`config.mk`:
```
export PLATFORM = sky130hd
export DESIGN_NAME = div_seq_sr
export DESIGN_NICKNAME = d
export VERILOG_FILES = /design/src/rtl/div_pkg.sv /design/src/rtl/div_sign_adj.sv /design/src/rtl/div_seq_sr.sv
export SDC_FILE = /design/constraint.sdc
export NUM_CORES = 1
export LEC_CHECK = 0
export BUFFER_PORTS_ARGS = -buffer_cell sky130_fd_sc_hd__buf_4
export CAP_MARGIN = 10
export CORE_UTILIZATION = 55
export DETAILED_ROUTE_END_ITERATION = 8
export PLACE_DENSITY = 0.75
export SYNTH_ARGS = -nofsm -noshare
export SYNTH_HDL_FRONTEND = slang
export SYNTH_HIERARCHICAL = 1
export SYNTH_SLANG_ARGS = --single-unit
```
`constraint.sdc`:
```
create_clock -name clk -period 2.5 [get_ports clk]
set_input_delay 0.5 -clock clk [delete_from_list [all_inputs] [get_ports clk]]
set_output_delay 0.5 -clock clk [all_outputs]
set_load 0.03 [all_outputs]
```
`src/rtl/div_pkg.sv`:
```
`default_nettype none
// ============================================================================
// Module      : div_pkg
// Description : Shared types and constants for the sequential restoring
//               divider (div_seq_sr). Holds the FSM state encoding and the
//               width-independent bit patterns that the top slices down to
//               DATAWIDTH.
// Revision    : 1.0 - initial release
// ============================================================================
package div_pkg;

  // Widest DATAWIDTH the constant patterns below can serve.
  localparam int DIV_MAX_W = 64;

  // Quotient pattern reported on divide-by-zero (all ones), full width.
  localparam logic [DIV_MAX_W-1:0] DIV_ZERO_QUO = {DIV_MAX_W{1'b1}};

  // Most-negative two's-complement value at full width; the top shifts it
  // down so that only the MSB of a DATAWIDTH word remains set.
  localparam logic [DIV_MAX_W-1:0] DIV_SMIN = {1'b1, {(DIV_MAX_W-1){1'b0}}};

  typedef enum logic [2:0] {
    IDLE = 3'd0,
    CALC = 3'd1,
    FIX  = 3'd2,
    ZERO = 3'd3,
    DONE = 3'd4
  } div_state_e;

endpackage
`default_nettype wire

```
`src/rtl/div_sign_adj.sv`:
```
`default_nettype none
// ============================================================================
// Module      : div_sign_adj
// Description : Combinational conditional two's-complement negation. With
//               negate = sign bit it yields the magnitude of a signed value;
//               with negate = result sign it re-applies the sign. Arithmetic
//               is modulo 2^WIDTH, so |-2^(WIDTH-1)| reads as 2^(WIDTH-1)
//               when interpreted unsigned.
// Ports       : value  [WIDTH-1:0] in  - operand
//               negate             in  - 1 = return -value, 0 = pass through
//               result [WIDTH-1:0] out - adjusted value
// Revision    : 1.0 - initial release
// ============================================================================
module div_sign_adj #(
  parameter int WIDTH = 16
) (
  input  logic [WIDTH-1:0] value,
  input  logic             negate,
  output logic [WIDTH-1:0] result
);

  assign result = negate ? (~value + WIDTH'(1)) : value;

endmodule
`default_nettype wire

```
`src/rtl/div_seq_sr.sv`:
```
`default_nettype none
// ============================================================================
// Module      : div_seq_sr
// Description : Multi-cycle radix-2 restoring divider, signed or unsigned per
//               operation, with valid/ready handshakes on input and output.
//               One quotient bit per cycle; a single operation in flight.
// Ports       : clk                          in  - clock, rising edge
//               rstn                         in  - async reset, active low
//               in_valid / in_ready          in/out - request handshake
//               signed_mode                  in  - 1 = two's complement
//               dividend, divisor [DW-1:0]   in  - operands
//               out_valid / out_ready        out/in - result handshake
//               quotient, remainder [DW-1:0] out - result
//               div_by_zero, overflow        out - status flags
// Revision    : 1.0 - initial release
// ============================================================================
module div_seq_sr
  import div_pkg::*;
#(
  parameter int DATAWIDTH = 16,
  parameter int CNTW      = $clog2(DATAWIDTH + 1)
) (
  input  logic                 clk,
  input  logic                 rstn,
  input  logic                 in_valid,
  output logic                 in_ready,
  input  logic                 signed_mode,
  input  logic [DATAWIDTH-1:0] dividend,
  input  logic [DATAWIDTH-1:0] divisor,
  output logic                 out_valid,
  input  logic                 out_ready,
  output logic [DATAWIDTH-1:0] quotient,
  output logic [DATAWIDTH-1:0] remainder,
  output logic                 div_by_zero,
  output logic                 overflow
);

  localparam logic [DATAWIDTH-1:0] ZERO_QUO = DIV_ZERO_QUO[DATAWIDTH-1:0];
  localparam logic [DATAWIDTH-1:0] SMIN     =
    DATAWIDTH'(DIV_SMIN >> (DIV_MAX_W - DATAWIDTH));
  localparam logic [CNTW-1:0]      CNT_LAST = CNTW'(DATAWIDTH - 1);

  div_state_e state, state_nxt;

  logic [CNTW-1:0]        cnt;
  logic [2*DATAWIDTH-1:0] prem;       // partial remainder : dividend bits
  logic [DATAWIDTH-1:0]   quo_sr;     // quotient shift register
  logic [DATAWIDTH-1:0]   dvs_mag;    // divisor magnitude
  logic                   sgn;
  logic                   q_neg;
  logic                   r_neg;

  logic                   accept;
  logic [DATAWIDTH-1:0]   dvd_mag_in;
  logic [DATAWIDTH-1:0]   dvs_mag_in;
  logic [DATAWIDTH-1:0]   quo_fixed;
  logic [DATAWIDTH-1:0]   rem_fixed;

  // Shifted upper half carried with one extra bit: when the divisor magnitude
  // exceeds 2^(DATAWIDTH-1) the doubled remainder needs DATAWIDTH+1 bits.
  logic [DATAWIDTH:0]     trial;
  logic                   trial_ge;
  logic [DATAWIDTH-1:0]   trial_diff;

  // --------------------------------------------------------------------------
  // Sign handling
  // --------------------------------------------------------------------------
  div_sign_adj #(.WIDTH(DATAWIDTH)) u_dvd_mag (
    .value  (dividend),
    .negate (signed_mode & dividend[DATAWIDTH-1]),
    .result (dvd_mag_in)
  );

  div_sign_adj #(.WIDTH(DATAWIDTH)) u_dvs_mag (
    .value  (divisor),
    .negate (signed_mode & divisor[DATAWIDTH-1]),
    .result (dvs_mag_in)
  );

  div_sign_adj #(.WIDTH(DATAWIDTH)) u_quo_fix (
    .value  (quo_sr),
    .negate (q_neg),
    .result (quo_fixed)
  );

  div_sign_adj #(.WIDTH(DATAWIDTH)) u_rem_fix (
    .value  (prem[2*DATAWIDTH-1:DATAWIDTH]),
    .negate (r_neg),
    .result (rem_fixed)
  );

  // --------------------------------------------------------------------------
  // Restoring step
  // --------------------------------------------------------------------------
  assign trial      = prem[2*DATAWIDTH-1:DATAWIDTH-1];
  assign trial_ge   = (trial >= {1'b0, dvs_mag});
  // Only used when trial >= dvs_mag, where the true difference fits.
  assign trial_diff = trial[DATAWIDTH-1:0] - dvs_mag;

  // --------------------------------------------------------------------------
  // FSM
  // --------------------------------------------------------------------------
  always_ff @(posedge clk or negedge rstn) begin
    if (!rstn) begin
      state <= IDLE;
    end else begin
      state <= state_nxt;
    end
  end

  always_comb begin
    state_nxt = state;
    in_ready  = 1'b0;
    out_valid = 1'b0;
    accept    = 1'b0;
    case (state)
      IDLE: begin
        in_ready = 1'b1;
        accept   = in_valid;
        if (in_valid) begin
          state_nxt = (divisor == '0) ? ZERO : CALC;
        end
      end
      CALC: begin
        if (cnt == CNT_LAST) begin
          state_nxt = FIX;
        end
      end
      FIX:  state_nxt = DONE;
      ZERO: state_nxt = DONE;
      DONE: begin
        out_valid = 1'b1;
        if (out_ready) begin
          state_nxt = IDLE;
        end
      end
      default: state_nxt = IDLE;
    endcase
  end

  // --------------------------------------------------------------------------
  // Datapath and result registers
  // --------------------------------------------------------------------------
  always_ff @(posedge clk or negedge rstn) begin
    if (!rstn) begin
      cnt         <= '0;
      prem        <= '0;
      quo_sr      <= '0;
      dvs_mag     <= '0;
      sgn         <= 1'b0;
      q_neg       <= 1'b0;
      r_neg       <= 1'b0;
      quotient    <= '0;
      remainder   <= '0;
      div_by_zero <= 1'b0;
      overflow    <= 1'b0;
    end else begin
      case (state)
        IDLE: begin
          if (accept) begin
            sgn     <= signed_mode;
            q_neg   <= signed_mode & (dividend[DATAWIDTH-1] ^ divisor[DATAWIDTH-1]);
            r_neg   <= signed_mode & dividend[DATAWIDTH-1];
            dvs_mag <= dvs_mag_in;
            quo_sr  <= '0;
            cnt     <= '0;
            // Divide-by-zero returns the raw dividend bits, so keep them
            // unmodified in that case instead of the magnitude.
            prem    <= {{DATAWIDTH{1'b0}},
                        (divisor == '0) ? dividend : dvd_mag_in};
          end
        end
        CALC: begin
          prem   <= {(trial_ge ? trial_diff : trial[DATAWIDTH-1:0]),
                     prem[DATAWIDTH-2:0], 1'b0};
          quo_sr <= {quo_sr[DATAWIDTH-2:0], trial_ge};
          cnt    <= cnt + 1'b1;
        end
        FIX: begin
          quotient    <= quo_fixed;
          remainder   <= rem_fixed;
          div_by_zero <= 1'b0;
          // A non-negative signed quotient with magnitude 2^(N-1) can only
          // come from -2^(N-1) / -1; it is left un-negated as 0x80..0.
          overflow    <= sgn & ~q_neg & (quo_sr == SMIN);
        end
        ZERO: begin
          quotient    <= ZERO_QUO;
          remainder   <= prem[DATAWIDTH-1:0];
          div_by_zero <= 1'b1;
          overflow    <= 1'b0;
        end
        default: ;
      endcase
    end
  end

endmodule
`default_nettype wire
```
### Word level (Yosys, flattened, before mapping)

Index checks and enable logic that the tools add are counted.

| operators by class | value |
|---|---|
| bitwise logic cells | 11 |
| equality and inequality tests | 10 |
| $add $sub $neg | 6 |
| magnitude comparators | 1 |
| reductions and logical operators | 8 |
| multiplexer cells | 24 |

Operators by type and width:

| operator | number |
|---|---|
| $mux 16 | 7 |
| $pmux 16 s2 | 3 |
| $add 16x1->16 const B | 4 |
| $not 16->16 | 4 |
| $pmux 32 s2 | 1 |
| $mux 32 | 1 |
| $ge 17x16->1 | 1 |
| $eq 16x16->1 const B | 1 |
| $logic_not 16->1 | 1 |
| $sub 16x16->16 | 1 |
| $pmux 3 s4 | 1 |
| $pmux 5 s2 | 1 |
| $mux 3 | 3 |
| $ne 2x2->1 const B | 4 |
| $eq 3x2->1 const B | 2 |
| $add 5x1->5 const B | 1 |
| $and 1x1->1 | 5 |
| $eq 5x4->1 const B | 1 |
| $mux 5 | 1 |
| $pmux 1 s2 | 2 |
| $reduce_and 2->1 | 2 |
| $reduce_bool 2->1 | 2 |
| $eq 3x1->1 const B | 1 |
| $eq 3x3->1 const B | 1 |
| other kinds (7) | 9 |

| storage, ports and cells | value |
|---|---|
| flip-flop bits (word level) | 109 |
| logic and storage cells | 72 |

### Depth between registers and ports, before layout

Gate-level depths: netlist of run 1.

| logic depth | value |
|---|---|
| depth after elaboration | 6 |
| gate-level depth with buffers | 10 |

### Hierarchy

The synthesis of run 1 kept the hierarchy.

By module, submodules not included:

| module | cells an instance | instances | area each (µm²) |
|---|---|---|---|
| div_seq_sr | 619 | 1 | 5830.6 |
| div_sign_adj | 47 | 4 | 332.8 |

### Worst setup path after synthesis of run 1

OpenSTA, ideal clock, no wires.

| timing | value |
|---|---|
| path type | input port to flip-flop |
| start point | in divisor[4] |
| end point | reg dvs_mag[11] |
| cell stages on the path | 5 |
| buffers on the path | 0 |
| slack | 281 ps |
| data arrival time | 2095 ps |
| library setup time | 125 ps |
| data required time | 2375 ps |
| cells stage by stage | or4_1 -> or3_4 -> o31a_2 -> xor2_1 -> mux2_2 |

| between the ends | value |
|---|---|
| cells in the longest elaborated chain, start to end | 3 |

Ends and longest elaborated chain:

| what | line | source |
|---|---|---|
| from (decl) | div_seq_sr.sv:29 | `input logic [DATAWIDTH-1:0] divisor,` |
| $not 16->16 | div_sign_adj.sv:22 | `assign result = negate ? (~value + WIDTH'(1)) : value;` |
| $add 16x1->16 | div_sign_adj.sv:22 |  |
| $mux 16 | div_sign_adj.sv:22 |  |
| net dvs_mag_in[11] | div_seq_sr.sv:55 | `logic [DATAWIDTH-1:0] dvs_mag_in;` |
| to (signal assigned) | div_seq_sr.sv:164 | `dvs_mag <= dvs_mag_in;` |
| to (decl) | div_seq_sr.sv:48 | `logic [DATAWIDTH-1:0] dvs_mag;` |

The timed path passes the listed nets, and every way through them passes these cells.
A chain may end at the register's enable or synchronous reset.

### Worst setup path in the final report of run 1

| timing | value |
|---|---|
| start point | reg prem[18] |
| end point | reg prem[29] |

| between the ends | value |
|---|---|
| cells in the longest elaborated chain, start to end | 3 |
| elaborated cells on any way between the ends | 4 |
| those cells by class | add/sub (1); order compare (1); mux (2) |

Ends and longest elaborated chain:

| what | line | source |
|---|---|---|
| from (decl) | div_seq_sr.sv:46 | `logic [2*DATAWIDTH-1:0] prem;` |
| from (signal assigned) | div_seq_sr.sv:169 | `prem <= {{DATAWIDTH{1'b0}},` |
| from (signal assigned) | div_seq_sr.sv:174 | `prem <= {(trial_ge ? trial_diff : trial[DATAWIDTH-1:0]),` |
| $sub 16x16->16 / $ge 17x16->1 (equally long branches) | div_seq_sr.sv:98, div_seq_sr.sv:96 |  |
| $mux 16 (*) | div_seq_sr.sv:174 |  |
| $pmux 32 s2 (*) | div_seq_sr.sv:158 | `case (state)` |

Every way passes the cells marked *; elsewhere a longest branch is shown, timed or not.

==> results of run 1 <==
[state kept, by name, summed over array words and instances (netlist names)]
register and flops:
quotient 16, remainder 16, div_by_zero 1, overflow 1
q_neg 1, cnt 5, sgn 1, prem 32
dvs_mag 16, quo_sr 16, state 3, r_neg 1
[worst max-delay path: stages, from the launching register on]
cell and delay [ns]:
dfrtp_1 0.49, ha_1 0.44, o211a_1 0.19, o31a_1 0.17, o21ai_2 0.09, a41o_1 0.34
buf_4 0.20, a41oi_2 0.18, o31ai_1 0.09
[placed cells by master (no fill, tap or decap), types with 21 or more instances in the layout]
| cell type | synthesis | final |
|---|---|---|
| buf_4 | 4 | 107 |
| dfrtp_1 | 109 | 109 |
| ha_1 | 22 | 21 |
| inv_1 | 33 | 33 |
| mux2i_1 | 32 | 32 |
| nand2_1 | 139 | 138 |
| nand3_1 | 49 | 49 |
| nor2_1 | 32 | 32 |
| o211ai_1 | 27 | 27 |
| o21ai_0 | 69 | 69 |
| o31ai_1 | 24 | 24 |
| xnor2_1 | 45 | 45 |
| xor2_1 | 23 | 23 |
[power by group through the flow]
| stage | logic [uW] | clock network (uW) | registers, uW |
|---|---|---|---|
| after floorplan | 4870 | 0 | 3650 |
| after global placement | 7040 | 0 | 3360 |
| after detailed placement | 7300 | 0 | 3410 |
| after CTS | 7340 | 1420 | 3380 |
| after global routing | 8140 | 1490 | 3500 |
| final | 7400 | 1400 | 3400 |
[cell type report]
| cell class | count | area [um2] |
|---|---|---|
| fillers | 1058 | 4350 |
| clock buffers | 10 | 229 |
| well taps | 172 | 215 |
| multi-input cells | 618 | 4100 |
| clock inverters | 5 | 61.3 |
| repair buffers | 110 | 863 |
| flip-flops and latches | 109 | 2730 |
| inverters | 33 | 124 |
[path summary, 6_finish.rpt]
path / slack, ns / endpoint / startpoint
max in group asynchronous: 1.74 / quotient[12] / rstn
worst max-delay path: 0.14 / prem[29] / prem[18]
worst min register to register: 0.48 / quotient[2] / quotient[2]
worst max register to register: 0.14 / prem[29] / prem[18]
min in group clk: 0.35 / state[2] / out_ready
worst min-delay path: 0.08 / state[2] / rstn
[stage by stage]
| stage | total power (uW) | util (%) | std cells | setup WS (ns) |
|---|---|---|---|---|
| floorplan | 8520 | - | 807 | 0.281 |
| global placement | 10400 | 63.4 | 1042 | 0.126 |
| detailed placement | 10700 | 63.4 | 1042 | 0.0806 |
| CTS | 12200 | 65.7 | 1057 | 0.149 |
| global route | 13100 | 65.7 | 1057 | 0.0203 |
| finish | 12200 | 65.7 | 1057 | 0.140 |
[logic make-up after synthesis]
kind of cell	synth area share, %
simple gates	19.7
compound gates	17.5
flops	38.1
buf+inv	4.75
xor+xnor	8.32
mux	7.46
fa+ha+maj	4.12
[cell usage after synthesis, drive strengths merged]
| cell type | instances | share of area (%) |
|---|---|---|
| or3 | 16 | 1.7 |
| and2 | 3 | 0.26 |
| nand2 | 141 | 7.5 |
| mux2 | 19 | 3.0 |
| dfrtp | 109 | 38 |
| a21oi | 19 | 1.3 |
| nand3 | 49 | 3.4 |
| o211a | 1 | 0.14 |
| o41ai | 9 | 1.5 |
| mux2i | 32 | 4.5 |
| o21bai | 1 | 0.10 |
| o31a | 5 | 0.68 |
| o31ai | 26 | 2.9 |
| xnor2 | 45 | 5.5 |
| buf | 14 | 1.2 |
| nor2 | 32 | 1.7 |
| inv | 33 | 1.7 |
| a31oi | 2 | 0.17 |
| and3 | 5 | 0.44 |
| a21o | 3 | 0.31 |
| nor2b | 1 | 0.087 |
| nor4b | 1 | 0.12 |
| o211ai | 27 | 2.8 |
| a211oi | 3 | 0.31 |
| nor3b | 1 | 0.10 |
| fa | 1 | 0.28 |
| o2111ai | 3 | 0.37 |
| nor4 | 7 | 0.61 |
| nand4 | 11 | 1.2 |
| o21a | 3 | 0.31 |
| or4 | 12 | 1.3 |
| nor3 | 7 | 0.72 |
| clkbuf | 33 | 1.8 |
| o311ai | 1 | 0.12 |
| a41o | 1 | 0.14 |
| or2 | 4 | 0.35 |
| nand2b | 3 | 0.26 |
| o21ai | 73 | 5.2 |
| a211o | 1 | 0.12 |
| xor2 | 23 | 2.8 |
| a41oi | 5 | 1.0 |
| ha | 22 | 3.8 |
[what timing repair did]
item	4_1_cts	5_1_grt
setup endpoints to repair	0	2
resized for setup	0	1
buffers inserted	0	0
[layer usage]
metal	GRT usage, %	vias to the layer above	wire, um	part of all wire, %
met2	43.2	175	8160	47
li1	-	3031	-	-
met1	36.2	3012	7880	45
met3	4.83	32	815	4.7
met4	9.74	0	470	2.7
met5	0	-	0	0
==> metrics.md, run 1 <==
| Metric | Value |
|---|---|
| Max_cap viols | 0 |
| Comb pwr share | 60.7% |
| Avg WL per Cell | roughly 16 um |
| Tot GR Track Use | a little over a quarter |
| Core region area | ~13000 um2 |
| Synth cell types | 58 |
| Initial antenna violation count | 0 |
| H-tree Lvls | 3 |
| Finished Cell Area | between 8000 and 9000 um2 |
| Cell Int Power | approximately 6500 uW |
| Number of global-route vias before repair | about 5700 |
| Core Rows | 41 |
| Root Driver | clkbuf_16 |
| Final nets | ~940 |
| Sequential Power Share | approximately 28% |
| # DRC | 0 |
| I/O Pins | 73 |
| Layout cells sized above 1 | between 20% and 30% |
| Total congestion overflow | 0 |
| CTS Buf Count | 9 |
| Clock Latency Late Sink | about 0.35 ns |
| Count of pins over their slew limit | 0 |
| Fmax | between 400 and 500 MHz |
| Final worst-path cycle share | 94.4% |
| Worst hold path class | in -> async |
| Layout area overhead | 16.2% |
| LEAKAGE | approximately 0.0040 uW |
| Flops & latches, synth | 109 |
| FF-to-FF path depth | 8 |
| Crit start category | flop |
| Largest net degree at the start of global routing | 57 |
| Sw frac | a little under half |
| Initial Utilization | between 50% and 60% |
| Area after DPL | between 8000 and 9000 um2 |
| Final hold slack | 0.0839 ns |
| Via count | ~6300 |
| Max VDD drop | around 0.88 mV |
| Setup_tns | 0 ns |
| Area of the die | 13500 um2 |
| First-pass DRT Iterations | 5 |
| Max_slew headroom | 48.3% |
| CTS tree | yes |
| Post-Synthesis Cells | around 810 |
| Clock-pin slew on the worst setup and hold paths | roughly 0.070 ns |
| Syn_nets | slightly below 900 |
| Antenna fix cells | 0 |
| Final setup vio count | 0 |
| PD cells | between 1000 and 1500 nW/um2 |
| Hold_buf cts | 0 |
| Die Height | about 120 um |
| Worst Setup End Kind | flop |
| First-pass GRT wire length | 28100 um |
| Switching power of the nets | ~5700 uW |
| Port bufs | ~70 |
| Vias/cell | 5.91 |
| RSZ-0062 raised after global routing | no |
| Worst Skew | between 0.008 and 0.009 ns |
| DRT antenna net count | 0 |
| Worst-margin pin slew | slightly below 0.8 ns |
| Clock power share | a little under an eighth |
| Crit path time final | about 2.4 ns |
| Syn Area/Cell | roughly 8.9 um2 |
| Clock Sinks | 109 |
| Drt total wl | approximately 17000 um |
| Seq/Total Area, Yosys | around two fifths |
| HPWL after DPL | about 13000 um |
| Cell Area, Synth | roughly 7000 um2 |
| CP arrival | around 2.6 ns |
| Status | completed |
| GP Congestion | between 0.8 and 0.9 |
| Critical path class | reg -> reg |
| Clock Path Buffers | 2 |
| Synth warn | 6 |
| Final Hold Viols | 0 |
| Chip width | 116 um |
| CP required | approximately 2.7 ns |
| Initial DRC Count | around 430 |
| CP max FO | 8 |
Power figures use the tool's default switching activity.
==> run 2: changes to the inputs <==
--- a/config.mk
+++ b/config.mk
@@ -9,6 +9,7 @@
 export CAP_MARGIN = 10
 export CORE_UTILIZATION = 55
 export DETAILED_ROUTE_END_ITERATION = 8
+export MAX_ROUTING_LAYER = met4
 export PLACE_DENSITY = 0.75
 export SYNTH_ARGS = -nofsm -noshare
 export SYNTH_HDL_FRONTEND = slang
==> run 2 against run 1 <==
Compared with the run above: critical endpoint is now prem[27]; total power up 0.20%; non-clock buffer count down 2; register-to-register slack about the same; clock skew down 0.0037 ns; critical path depth unchanged; wire length down 2.0%; die area unchanged; final cell count down 0.28%; via count down 1.1%.
==> metrics.md, run 2 (synthesized netlist as in run 1, its figures left out) <==
| Metric | Value |
|---|---|
| Status | completed |
| CTS Buf Count | 9 (unchanged) |
| Largest net degree at the start of global routing | 110 (+93%) |
| CP arrival | 2.59 ns (+0.03 ns) |
| PD cells | 1470 nW/um2 (+0.11%) |
| Drt total wl | 17000 um (-2.0%) |
| HPWL after DPL | 12700 um (-3.8%) |
| Setup_tns | 0 ns (unchanged) |
| Most common cell after layout, fill and taps aside | nand2_1 |
| Place WS | 0.0917 ns (+0.0111 ns) |
| Area after DPL | 8020 um2 (-0.19%) |
| Final Hold Viols | 0 (unchanged) |
| Total congestion overflow | 0 (unchanged) |
| Initial DRC Count | 459 (+6.3%) |
| Vias/cell | 5.86 (-0.85%) |
| Die Height | 116 um (unchanged) |
| Multi-input combinational cell area | 4110 um2 (+0.21%) |
| Antenna fix cells | 0 (unchanged) |
| Max VDD drop | 0.996 mV (+13%) |
| Initial Utilization | 56.5% (unchanged) |
| CP max FO | 8 (unchanged) |
| # DRC | 0 (unchanged) |
| Root Driver | clkbuf_16 |
| Crit path time final | 2.37 ns (+0.00609 ns) |
| Final setup vio count | 0 (unchanged) |
| Clock Latency Late Sink | 0.35 ns (about the same) |
| DRT antenna net count | 0 (unchanged) |
| Placed cells | 1040 (-0.19%) |
| Finished Cell Area | 8330 um2 (about the same) |
| Worst-margin pin slew | 0.695 ns (-0.0780 ns) |
| Clock-pin slew on the worst setup and hold paths | 0.07 ns (about the same) |
| Hold_buf cts | 0 (unchanged) |
| Initial antenna violation count | 0 (unchanged) |
| LEAKAGE | 0.00398 uW (+0.14%) |
| Worst hold path class | in -> async |
| Layout area overhead | 16.3% (about the same) |
| RSZ-0062 raised after global routing | no |
| Port bufs | 72 (unchanged) |
| Area of the die | 13500 um2 (unchanged) |
| Most flops, register | prem |
| Most frequent cells in the layout | nand2_1, dfrtp_1, buf_4 |
| Final nets | 939 (-0.21%) |
| Avg WL per Cell | 16.1 um (-1.7%) |
| CTS tree | yes |
| Fmax | 423 MHz (-0.26%) |
| First-pass DRT Iterations | 5 (unchanged) |
| Via count | 6179 (-1.1%) |
| Count of pins over their slew limit | 0 (unchanged) |
| Core Rows | 41 (unchanged) |
| I/O Pins | 73 (unchanged) |
| Max_slew headroom | 53.5% (+5.2 points) |
| Max_cap viols | 0 (unchanged) |
| Number of global-route vias before repair | 5691 (-0.94%) |
| Layout cells sized above 1 | 20.0% (-0.045 points) |
| Core region area | 12700 um2 (unchanged) |
| Clock Path Buffers | 2 (unchanged) |
| Critical path class | reg -> reg |
| Worst Skew | 0.00473 ns (-0.00369 ns) |
| Max reg flops | 32 (unchanged) |
| First-pass GRT wire length | 27600 um (-1.6%) |
| Final WS setup | 0.134 ns (-0.00609 ns) |
| Tot GR Track Use | 27.1% (+0.29 points) |
| Non-filler instance count after layout | 1054 (-0.28%) |
| GP Congestion | 0.893 (+1.7%) |
| Final worst-path cycle share | 94.7% (+0.24 points) |
| H-tree Lvls | 3 (unchanged) |
| FILL cells | 1008 (-4.7%) |
| Clock Sinks | 109 (unchanged) |
| Tot Pwr | 12200 uW (+0.20%) |
| Crit start category | flop |
| CP required | 2.72 ns (+0.02 ns) |
| Worst Setup End Kind | flop |
| Chip width | 116 um (unchanged) |
| Seq. cell area | 2730 um2 (unchanged) |
==> run 2: cell types whose count changed in the layout (fill, tap and decap cells not counted) <==
cell        previous run  this run
a41o_1                 1         0
a41o_2                 0         1
a21oi_1               19        17
clkinvlp_4             2         0
clkinv_2               1         0
bufinv_16              1         2
clkbuf_1               1         2
buf_4                107       105
a21oi_2                0         2
==> run 2: what timing repair did <==
item                       4_1_cts  5_1_grt
hold endpoints to repair         0        0
resized for setup                0        4
setup buffers                    0        0
setup endpoints to repair        0        2
==> run 2: final timing paths <==
check	from	endpoint	slack, ns	depth (start not counted)
setup / recovery	prem[18]	prem[27]	0.13	8
hold / removal	rstn	quotient[0]	0.21	2
setup reg to reg	prem[18]	prem[27]	0.13	8
hold reg to reg	quotient[6]	quotient[6]	0.48	2
max in group asynchronous	rstn	dvs_mag[1]	1.85	2
min in group clk	out_ready	state[2]	0.37	2
==> run 2: where the power goes <==
group	total, uW	switching, uW	leakage [uW]	internal [uW]
clock	1490	618	0.000148	875
combinational	7340	4240	0.00245	3100
sequential	3400	803	0.00138	2590
total	12200	5660	0.00398	6570
==> run 2: cell type report <==
cell class                 count  area share, %
inverter                      33           1.49
clock inverter                 3          0.856
clock buffer                  11           2.79
timing repair buffer         108           10.2
multi-input combinational    618           49.4
sequential                   109           32.7
tap                          172           2.58
==> run 2: stage by stage <==
stage,utilization (%),hold slack [ns]
after global placement,63.3,0.463
after global routing,65.7,0.264
after CTS,65.7,0.251
after floorplan,-,0.204
after detailed placement,63.3,0.473
final,65.7,0.213
==> run 2: worst max-delay path, cell delays in order (launching register included) <==
cell and delay, ns:
dfrtp_1 0.51, ha_2 0.45, o211a_1 0.19, o31a_1 0.19
o21ai_2 0.10, a41o_2 0.35, buf_4 0.18, a41oi_2 0.18
o31ai_1 0.09
==> run 2: routing by layer <==
metal / track usage (%) / share of wire, %
met3: 4.88 / 5.3
met4: 7.18 / 1.8
met2: 42.5 / 47
met1: 36.1 / 46
met5: - / 0
==> run 3: changes to the inputs <==
--- a/config.mk
+++ b/config.mk
@@ -7,10 +7,11 @@
 export LEC_CHECK = 0
 export BUFFER_PORTS_ARGS = -buffer_cell sky130_fd_sc_hd__buf_4
 export CAP_MARGIN = 10
-export CORE_UTILIZATION = 55
+export CORE_UTILIZATION = 43
+export CTS_CLUSTER_SIZE = 24
 export DETAILED_ROUTE_END_ITERATION = 8
 export MAX_ROUTING_LAYER = met4
-export PLACE_DENSITY = 0.75
+export PLACE_DENSITY = 0.61
 export SYNTH_ARGS = -nofsm -noshare
 export SYNTH_HDL_FRONTEND = slang
 export SYNTH_HIERARCHICAL = 1
==> run 3 against run 2 <==
Compared with the run above: sequential share of layout area shrank 0.19 points; non-clock buffer count grew 5; flip-flop and latch count is the same; worst hold slack lost 0.12 ns; via count shrank 0.99%; clock skew grew 0.0051 ns; total power grew 0.53%; largest power group unchanged; highest routed layer unchanged.
==> metrics.md, run 3 (synthesized netlist as in run 1, its figures left out) <==
| Metric | Value |
|---|---|
| Status | completed |
| I/O Pins | 73 (unchanged) |
| Place WS | 0.0857 ns (-0.00600 ns) |
| Register-to-Register Setup Slack | 0.14 ns (about the same) |
| Hold_buf cts | 0 (unchanged) |
| Number of global-route vias before repair | 5710 (+0.33%) |
| Clock Sinks | 109 (unchanged) |
| GP Congestion | 0.860 (-3.6%) |
| Reg-to-reg endpoint | prem[29] |
| FF-to-FF path depth | 8 (unchanged) |
| Drt total wl | 17900 um (+5.4%) |
| Critical path class | reg -> reg |
| Setup_tns | 0 ns (unchanged) |
| Worst Setup End Kind | flop |
| First-pass DRT Iterations | 6 (+1) |
| WP depth | 8 (unchanged) |
| Final WS setup | 0.136 ns (+0.00277 ns) |
| Avg WL per Cell | 16.2 um (+0.59%) |
| Clock Path Buffers | 2 (unchanged) |
| Antenna fix cells | 0 (unchanged) |
| CP max FO | 7 (-1) |
| DRT antenna net count | 0 (unchanged) |
| Worst-margin pin slew | 0.616 ns (-0.0793 ns) |
| Layout area overhead | 17.0% |
| # Post-CTS Setup Buffers | 0 (unchanged) |
| Crit path time final | 2.36 ns (-0.00277 ns) |
| Core Rows | 46 (+12%) |
| Worst hold path class | in -> async |
| Max_cap viols | 0 (unchanged) |
| Cell mode on critical path | nand4_2 |
| Largest net degree at the start of global routing | 59 (-46%) |
| PD cells | 1470 nW/um2 (about the same) |
| Util after Layout | 52.2% (-14 points) |
| FILL cells | 1500 (+49%) |
| Root Driver | clkbuf_16 |
| Initial Utilization | 44.6% (-12 points) |
| Via count | 6118 (-0.99%) |
| Vias/cell | 5.54 (-5.5%) |
| HPWL after DPL | 13500 um (+6.4%) |
| Clock Latency Late Sink | 0.36 ns (about the same) |
| Final worst-path cycle share | 94.5% (-0.11 points) |
| CP required | 2.72 ns (about the same) |
| Die Height | 131 um (+13%) |
| First-pass GRT wire length | 29200 um (+5.6%) |
| # DRC | 0 (unchanged) |
| Final nets | 944 (+0.53%) |
| Post-CTS Resized | 0 (unchanged) |
| Buffers & Inverters on Critical Path | 1 (unchanged) |
| Chip width | 131 um (+13%) |
| Max VDD drop | 0.816 mV (-18%) |
| Slowest stage cell, crit path | dfrtp_1 |
| Initial antenna violation count | 0 (unchanged) |
| Fmax | 423 MHz (+0.12%) |
| Area of the die | 17200 um2 (+27%) |
| Max reg flops | 32 (unchanged) |
| CP delay by family, top | compound AO/OA/AOI/OAI gates |
| LEAKAGE | 0.00398 uW (about the same) |
| Core region area | 16100 um2 (+27%) |
| Crit start category | flop |
| Tot GR Track Use | 22.6% (-4.5 points) |
| Critical-path cell list | ha_1 > nand4_2 > nor3_4 > nand4_2 > a41o_1 > buf_4 > a41oi_2 > o31ai_1 |
| CTS Buf Count | 9 (unchanged) |
| Total congestion overflow | 0 (unchanged) |
| Initial DRC Count | 380 (-17%) |
| Critical path origin | prem[21] |
| Clock-pin slew on the worst setup and hold paths | 0.08 ns (about the same) |
| Port bufs | 72 (unchanged) |
| Most flops, register | prem |
| Worst Skew | 0.00979 ns (+0.00506 ns) |
| Max_slew headroom | 58.9% (+5.4 points) |
| Count of pins over their slew limit | 0 (unchanged) |
| Most common cell after layout, fill and taps aside | nand2_1 |
| Layout cells sized above 1 | 20.2% (+0.20 points) |
| RSZ-0062 raised after global routing | no |
| CTS tree | yes |
| Final Hold Viols | 0 (unchanged) |
| H-tree Lvls | 3 (unchanged) |
| Final setup vio count | 0 (unchanged) |
| Reg2reg start | prem[21] |
| CP arrival | 2.59 ns (about the same) |
| Most frequent cells in the layout | nand2_1, buf_4, dfrtp_1 |
| Crit-path max cell delay | 0.46 ns (-0.05 ns) |
run 3: layer usage:
| metal | routed length [um] | vias up | track usage, % | share of wire (%) |
|---|---|---|---|---|
| li1 | - | 3040 | - | - |
| met1 | 8610 | 2923 | 30.2 | 48 |
| met2 | 8200 | 127 | 34.5 | 46 |
| met3 | 627 | 28 | 3.57 | 3.5 |
| met4 | 452 | 0 | 8.18 | 2.5 |
| met5 | 0 | - | - | 0 |
run 3: power breakdown:
group	switching, uW	internal [uW]	leakage [uW]
clock	705	692	0.000133
combinational	4300	3170	0.00247
sequential	825	2590	0.00138
run 3: worst max-delay path by stage:
stage                        to  slack (ns)
floorplan           dvs_mag[11]        0.28
global placement       prem[11]        0.12
detailed placement  dvs_mag[11]        0.09
CTS                    prem[29]        0.13
global route           prem[29]       0.004
finish                 prem[29]        0.14
run 3: layout make-up:
type / count / area (um2) / area share, %
multi-input combinational: 618 / 4100 / 48.9
sequential: 109 / 2730 / 32.6
timing repair buffer: 113 / 873 / 10.4
tap: 216 / 270 / 3.23
clock buffer: 9 / 225 / 2.69
inverter: 33 / 124 / 1.48
clock inverter: 6 / 60.1 / 0.717
run 3: stage by stage:
step	hold WS [ns]	instances	instance area [um2]	power (uW)
6_report	0.0950	1104	8380	12300
5_1_grt	0.122	1104	8380	13300
4_1_cts	0.102	1104	8380	12300
3_5_place_dp	0.472	1089	8090	10900
3_3_place_gp	0.463	1089	8090	10700
2_1_floorplan	0.204	807	7160	8520
